`src/rtl/seg_scan_n.sv`:
```
// seg_scan_n: multiplexed common-anode seven-segment scanner for DIGITS digits.
// The digit codes, decimal points and blank mask are captured once per frame,
// so a digit never changes while it is being scanned. Leading zeros can be
// suppressed, and brightness is set by PWM on the anode strobes.
// Optional feature macro: SEG_SCAN_BLINK_EN adds the blink input, the
// BLINK_DIV parameter and a free-running blink counter.
module seg_scan_n #(
   parameter int DIGITS   = 4,
   parameter int SCAN_DIV = 16,
   parameter int PWM_BITS = 3
`ifdef SEG_SCAN_BLINK_EN
   ,
   parameter int BLINK_DIV = 24
`endif
) (
`ifdef SEG_SCAN_BLINK_EN
   input  logic [DIGITS-1:0]   blink,
`endif
   input  logic                clk,
   input  logic                rst,
   input  logic [4*DIGITS-1:0] nums,
   input  logic [DIGITS-1:0]   dp_in,
   input  logic [DIGITS-1:0]   blank,
   input  logic                lz_en,
   input  logic [PWM_BITS-1:0] bright,
   output logic [6:0]          display,
   output logic                dp,
   output logic [DIGITS-1:0]   digit,
   output logic                frame_tick
);

   localparam int IDX_W = (DIGITS > 1) ? $clog2(DIGITS) : 1;
   localparam logic [IDX_W-1:0] LAST_IDX = IDX_W'(DIGITS - 1);

   // Segment patterns g..a, active-low; codes above 10 are dark.
   function automatic logic [6:0] seg_decode(input logic [3:0] code);
      logic [6:0] seg;
      case (code)
         4'd0:    seg = 7'b1000000;
         4'd1:    seg = 7'b1111001;
         4'd2:    seg = 7'b0100100;
         4'd3:    seg = 7'b0110000;
         4'd4:    seg = 7'b0011001;
         4'd5:    seg = 7'b0010010;
         4'd6:    seg = 7'b0000010;
         4'd7:    seg = 7'b1111000;
         4'd8:    seg = 7'b0000000;
         4'd9:    seg = 7'b0010000;
         4'd10:   seg = 7'b0111111;
         default: seg = 7'b1111111;
      endcase
      return seg;
   endfunction

   logic [SCAN_DIV-1:0] r_presc;
   logic [IDX_W-1:0]    r_idx;
   logic [4*DIGITS-1:0] r_snap_nums;
   logic [DIGITS-1:0]   r_snap_dp;
   logic [DIGITS-1:0]   r_snap_blank;
   logic                r_snap_vld;

   logic                w_tick;
   logic                w_wrap;
   logic [3:0]          w_code;
   logic [DIGITS-1:0]   w_lz_blank;
   logic                w_blink_dark;
   logic                w_dark;
   logic [DIGITS-1:0]   w_strobe;
   logic                w_pwm_on;

   assign w_tick = &r_presc;
   // Until the first snapshot exists, the first tick starts frame 0 in place
   // so digit 0 is the first digit shown with real data.
   assign w_wrap = w_tick && ((r_idx == LAST_IDX) || !r_snap_vld);
   assign w_pwm_on = (r_presc[PWM_BITS-1:0] <= bright);

`ifdef SEG_SCAN_BLINK_EN
   logic [BLINK_DIV-1:0] r_blink_cnt;
   logic [DIGITS-1:0]    r_snap_blink;

   // Free-running blink timebase and per-frame capture of the blink mask.
   always_ff @(posedge clk or posedge rst) begin
      if (rst) begin
         r_blink_cnt  <= '0;
         r_snap_blink <= '0;
      end else begin
         r_blink_cnt <= r_blink_cnt + 1'b1;
         if (w_wrap) r_snap_blink <= blink;
      end
   end

   assign w_blink_dark = r_blink_cnt[BLINK_DIV-1] & r_snap_blink[r_idx];
`else
   assign w_blink_dark = 1'b0;
`endif

   // Prescaler, slot index and frame snapshot.
   always_ff @(posedge clk or posedge rst) begin
      if (rst) begin
         r_presc      <= '0;
         r_idx        <= '0;
         r_snap_nums  <= '0;
         r_snap_dp    <= '0;
         r_snap_blank <= '0;
         r_snap_vld   <= 1'b0;
         frame_tick   <= 1'b0;
      end else begin
         r_presc    <= r_presc + 1'b1;
         frame_tick <= w_wrap;
         if (w_wrap) begin
            r_idx        <= '0;
            r_snap_nums  <= nums;
            r_snap_dp    <= dp_in;
            r_snap_blank <= blank;
            r_snap_vld   <= 1'b1;
         end else if (w_tick) begin
            r_idx <= r_idx + 1'b1;
         end
      end
   end

   // Leading-zero mask: walk down from the top digit until a nonzero code;
   // digit 0 always stops the walk.
   always_comb begin
      logic v_seen;
      v_seen     = 1'b0;
      w_lz_blank = '0;
      for (int i = DIGITS - 1; i >= 0; i--) begin
         if (!v_seen) begin
            if ((r_snap_nums[4*i +: 4] != 4'd0) || (i == 0)) v_seen = 1'b1;
            else w_lz_blank[i] = lz_en;
         end
      end
   end

   // Current slot's code, darkening decision and active-low anode pattern.
   always_comb begin
      w_code   = r_snap_nums[4*int'(r_idx) +: 4];
      w_dark   = !r_snap_vld | r_snap_blank[r_idx] | w_lz_blank[r_idx] | w_blink_dark;
      w_strobe = '1;
      w_strobe[r_idx] = 1'b0;
   end

   // Registered pin drivers; one clock behind index and PWM phase.
   always_ff @(posedge clk or posedge rst) begin
      if (rst) begin
         display <= 7'h7F;
         dp      <= 1'b1;
         digit   <= '1;
      end else begin
         display <= w_dark ? 7'h7F : seg_decode(w_code);
         dp      <= w_dark ? 1'b1 : ~r_snap_dp[r_idx];
         digit   <= w_pwm_on ? w_strobe : '1;
      end
   end

endmodule

```
`config.mk`:
```
export PLATFORM = sky130hd
export DESIGN_NAME = seg_scan_n
export DESIGN_NICKNAME = d
export VERILOG_FILES = /design/src/rtl/seg_scan_n.sv
export SDC_FILE = /design/constraint.sdc
export NUM_CORES = 1
export LEC_CHECK = 0
export ABC_CLOCK_PERIOD_IN_PS = 1720
export BUFFER_PORTS_ARGS = -buffer_cell sky130_fd_sc_hd__clkbuf_2
export CORE_ASPECT_RATIO = 0.5
export CORE_MARGIN = 1
export CORE_UTILIZATION = 51
export DETAILED_ROUTE_END_ITERATION = 6
export PLACE_DENSITY = 0.78
export SYNTH_ARGS = -nofsm -noshare
export SYNTH_HDL_FRONTEND = slang
export SYNTH_SLANG_ARGS = --single-unit
```
`constraint.sdc`:
```
create_clock -name clk -period 1.72 [get_ports clk]
set_input_delay 0.43 -clock clk [delete_from_list [all_inputs] [get_ports clk]]
set_output_delay 0.43 -clock clk [all_outputs]
set_load 0.02 [all_outputs]
```
Yosys cells after proc, flatten, opt, wreduce, memory -nomap -nowiden
Memory sizes are Yosys's and may differ from the RTL's.
Cells that the tools add are included.
Widths: inputs -> output; s select.
- register bits after elaboration: 56
- ROM bits: 112
- input bits: 30
- output and inout bits: 13
- logic and storage cells: 52
- memories kept: 1
- add/sub/neg operators: 2
- $lt $le $gt $ge: 3
- eq/ne operators: 1
- shift operators: 1
- mux-type cells: 21
- bitwise logic cells: 4
- reduce and logical (&&, ||, !) cells: 9
- memories (memory ; words ; width ; read ports ; clocked after memory_dff ; wr ports ; line ; RTL):
    (name not given) ; 16 ; 7 ; 1 ; 0 ; 0 ; 38 ; case (code)
- operators by type and width (cell ; number):
    $add 16x1->16 const B ; 1
    $reduce_and 16->1 ; 1
    $shiftx 16x5->4 ; 1
    $mux 1 ; 13
    $reduce_bool 4->1 ; 3
    $mux 7 ; 1
    $bmux 1 s2 ; 3
    $mux 2 ; 2
    $mux 4 ; 1
    $not 4->4 ; 1
    $le 3x3->1 ; 1
    $lt 2x3->1 const B ; 1
    $add 2x1->2 const B ; 1
    $demux 1 s2 ; 1
    $eq 2x2->1 const B ; 1
    $ge 2x1->1 const B ; 1
    $logic_and 1x1->1 ; 2
    $or 1x1->1 ; 2
    $reduce_bool 2->1 ; 1
    $logic_not 1->1 ; 1
    $logic_or 1x1->1 ; 1
    $not 1->1 ; 1

Depth between registers and ports, before layout
- word-level depth: 8
- depth in mapped cells: 8
- mapped depth without buffers: 7

Worst setup path before layout
Ideal clock, no wire load.
- kind: reg-to-reg
- start: reg r_idx[1]
- end: reg display[1]
- library setup time: 79 ps
- arrival time: 1705 ps
- required time: 1641 ps
- setup slack: -65 ps
- stages on the path, launching flop included: 7
- path buffers: 1
- clock period less this slack: 1785 ps
- path through: dfrtp_1 > buf_2 > mux4_2 > inv_1 > ha_1 > o22ai_1 > nand2_1
- cells in the longest elaborated chain, start to end: 5
- elaborated cells between the ends (all ways): 9
- those cells by class: shift (1); mux (5); bitwise (2); memory (1)
- RTL lines (element ; line ; RTL):
    from (decl) ; 56 ; logic [IDX_W-1:0] r_idx;
    from (signal assigned) ; 117 ; r_idx <= r_idx + 1'b1;
    branches (longest 4 deep; another with $mem_v2 16x7) ; -- ;
    $mux 7 * ; 151 ; display <= w_dark ? 7'h7F : seg_decode(w_code);
    to (signal assigned) ; 151 ;
    to (decl) ; 26 ; output logic [6:0] display,
Every way passes the cells marked *. The select of a mux whose other input is x is not followed.
A chain may end at the register's enable or synchronous reset.

Worst setup path in the final report
- start: reg r_idx[1]
- end: reg display[2]
Same word-level chain as after synthesis.

==> flow_metrics.tcl <==
set metrics [dict create \
    syn_area_per_cell_um2 13.4 \
    synth-seq-cells 56 \
    wirelength_mm 5.53 \
    cp_max_fo 5 \
    synth_commonest_cells "44 x dfrtp_1, 19 x mux2_4, 14 x inv_1" \
    post-route-period-util_pct 103 \
    critPathLaunchType "flip-flop" \
    die_w_um 106 \
    row_count 18 \
    detailed_place_hpwl_mm 3.68 \
    drt_iter0_markers 63 \
    syn_area_mm2 0.00274 \
    crit_path_end_kind "flip-flop" \
    rrSetupSlack_ns -0.06 \
    setup_tns_ns -0.0973 \
    start_util_pct 54.4 \
    fin_nets 317 \
    h-tree-depth 2 \
    cts_hold_buf 0 \
    ir_drop_v 0.000328 \
    dp_cells 330 \
    synthFlopType "dfrtp_1" \
    wl_met2_mm 2.90 \
    routedWlPerCell_um 16.0 \
    numCtsBuffers 5 \
    worst_slew_pin_slew_ns 0.294 \
    p_leak_nw 1.65 \
    grt_pass1_vias 1807 \
    grt_setup_unrepaired "yes" \
    hold_viol_final 0 \
    hold_class "input pin to async pin" \
    grt.total_usage_pct 19.5 \
    grt_overflow 0 \
    required_ns 1.96 \
    power_density_mw_per_mm2 671 \
    ys_seq_area_share_pct 51.6 \
    max_freq_mhz 562 \
    setup_slack_ns -0.0584 \
    cap_violations 0 \
    place.gp.congestion 0.766 \
    violations "setup timing" \
    wl_met3_um 208 \
    io_pins 43 \
    status "finished, violations left" \
    viasPerCell 5.35 \
    yosys_warnings 0 \
    slew_headroom_pct 80.4 \
    finalSetupViolations 2 \
    synthTopCellsByArea "dfrtp_1 40%, dfstp_2 11%, mux2_4 10%, ha_1 5.9%, mux4_2 5.7%" \
    fp.coreArea_mm2 0.00504 \
    fin_area_mm2 0.00341 \
    insertedDiodeCount 0 \
    clk_path_buf_depth 2 \
    worstSkewPairLatency_ns 0.31 \
    maxSlewViolCount 0 \
    syn_inst 205 \
    cts_tree "built" \
    r2r_start "r_idx[1]" \
    ant_nets 0 \
    grt_max_degree 57 \
    cts-root-buf "clkbuf_8" \
    wirelength_met1_mm 2.34 \
    crit_type "flip-flop to flip-flop" \
    cts_sinks 56 \
    dieArea_mm2 0.00569 \
    yosysUniqueCellTypes 41 \
    clkTransAtPathRegs_ns 0.09 \
    period_needed_ns 1.78 \
    syn_to_final_growth_pct 24.3 \
    seq_area_mm2 0.00142 \
    yosysTopAreaCellShare_pct 40.1 \
    antenna_found_initial 0 \
    final_cells 345 \
    die_h_um 53.9 \
    first_pass_iters 4 \
    multi_input_area_mm2 0.00133 \
    placed_cell_area_mm2 0.00318 \
    r2r_end "display[2]" \
    critical_path_arrival_ns 2.02 \
    port_buffers 42 \
    yosysMostFrequentCell "dfrtp_1" \
    synth-edff-count 0 \
    ys_async_sr_fraction_pct 100 \
    skew_ns 0.00841 \
    syn_nets 248 \
    drc 0 \
    vias 1846 \
    fillers 352 \
    grt_pass1_wl_mm 8.22 \
    yosys.area.top_type "dfrtp_1" \
    rr_worst_depth 6 \
    dr.max_layer_used "met4" \
    drive_gt1_share_pct 49.8 \
]
[metrics by stage]
stage	hold WS (ns)	utilization [%]	worst slack, ns	total power, mW
6_report	0.174	67.6	-0.0584	2.29
5_1_grt	0.193	67.6	-0.137	2.37
4_1_cts	0.184	64.9	0.0220	2.27
3_5_place_dp	0.463	63.1	-0.0572	1.59
3_3_place_gp	0.457	63.1	-0.00413	1.58
2_1_floorplan	0.438	-	-0.0130	1.51
[cell usage in the layout, fill, tap and decap left out, types with 9 or more instances in the layout]
cell       n
buf_4     22
dfstp_2   12
inv_1      9
nand2_1   11
clkbuf_2  42
xnor2_1   13
ha_1      11
mux2_4    19
dfrtp_1   43
[kinds of logic (layout without fill, tap and decap cells)]
kind of cell,Yosys count,after routing,share of synthesized area [%]
AOI/OAI and AO/OA,14,14,3.28
xor gates and xnor gates,18,18,5.75
adders and majority gates,13,13,5.93
buffers and inverters,20,89,3.38
DFF,56,56,51.6
muxes,33,34,19.0
and+or+nand+nor,51,51,11.0
[area by class of cell]
class                           count  share of cell area (%)
Sequential cell                    56                    41.6
Multi-Input combinational cell    130                    39.0
Timing Repair Buffer               67                    12.8
Tap cell                           70                    2.57
Clock buffer                        7                    2.24
Inverter                           14                    1.72
Clock inverter                      1                   0.147
[routing by layer]
layer  up-vias  track usage, %
li1        852               -
met1       941            22.4
met2        44            36.9
met3         9            4.24
met4         0            8.33
met5         -               0
[registers in the layout, indices dropped and copies added (netlist names)]
signal / flops
r_idx: 2
frame_tick: 1
digit: 4
dp: 1
r_presc: 16
r_snap_dp: 4
r_snap_vld: 1
r_snap_blank: 4
display: 7
r_snap_nums: 16
[power breakdown]
group,leakage [nW],internal (mW),total [mW],switching [mW]
Sequential,0.669,1.35,1.37,0.0270
Combinational,0.938,0.122,0.223,0.101
Clock,0.0422,0.287,0.690,0.403
Total,1.65,1.76,2.29,0.531
[worst max path at each step]
stage                        start    endpoint  cells after the start
final                     r_idx[1]  display[2]                      6
after global routing      r_idx[1]  display[4]                      4
after CTS                 r_idx[1]  display[5]                      4
after detailed placement  r_idx[1]  display[1]                      5
after global placement       lz_en  display[2]                      4
after floorplan           r_idx[1]  display[1]                      6
[worst max-delay path, stage by stage, from the launching register on]
cell     delay (ns)
dfrtp_2        0.44
mux4_2         0.61
inv_2          0.12
ha_1           0.17
nor2b_1        0.17
nor2_1         0.07
o21ai_1        0.14
[what timing repair did]
item | in CTS | in global routing
gates resized for setup | 4 | 16
buffers inserted | 0 | 6
setup endpoints to repair | 7 | 32
gates cloned | 0 | 1
pin swaps | 0 | 6
(Power assumes the default switching activity.)
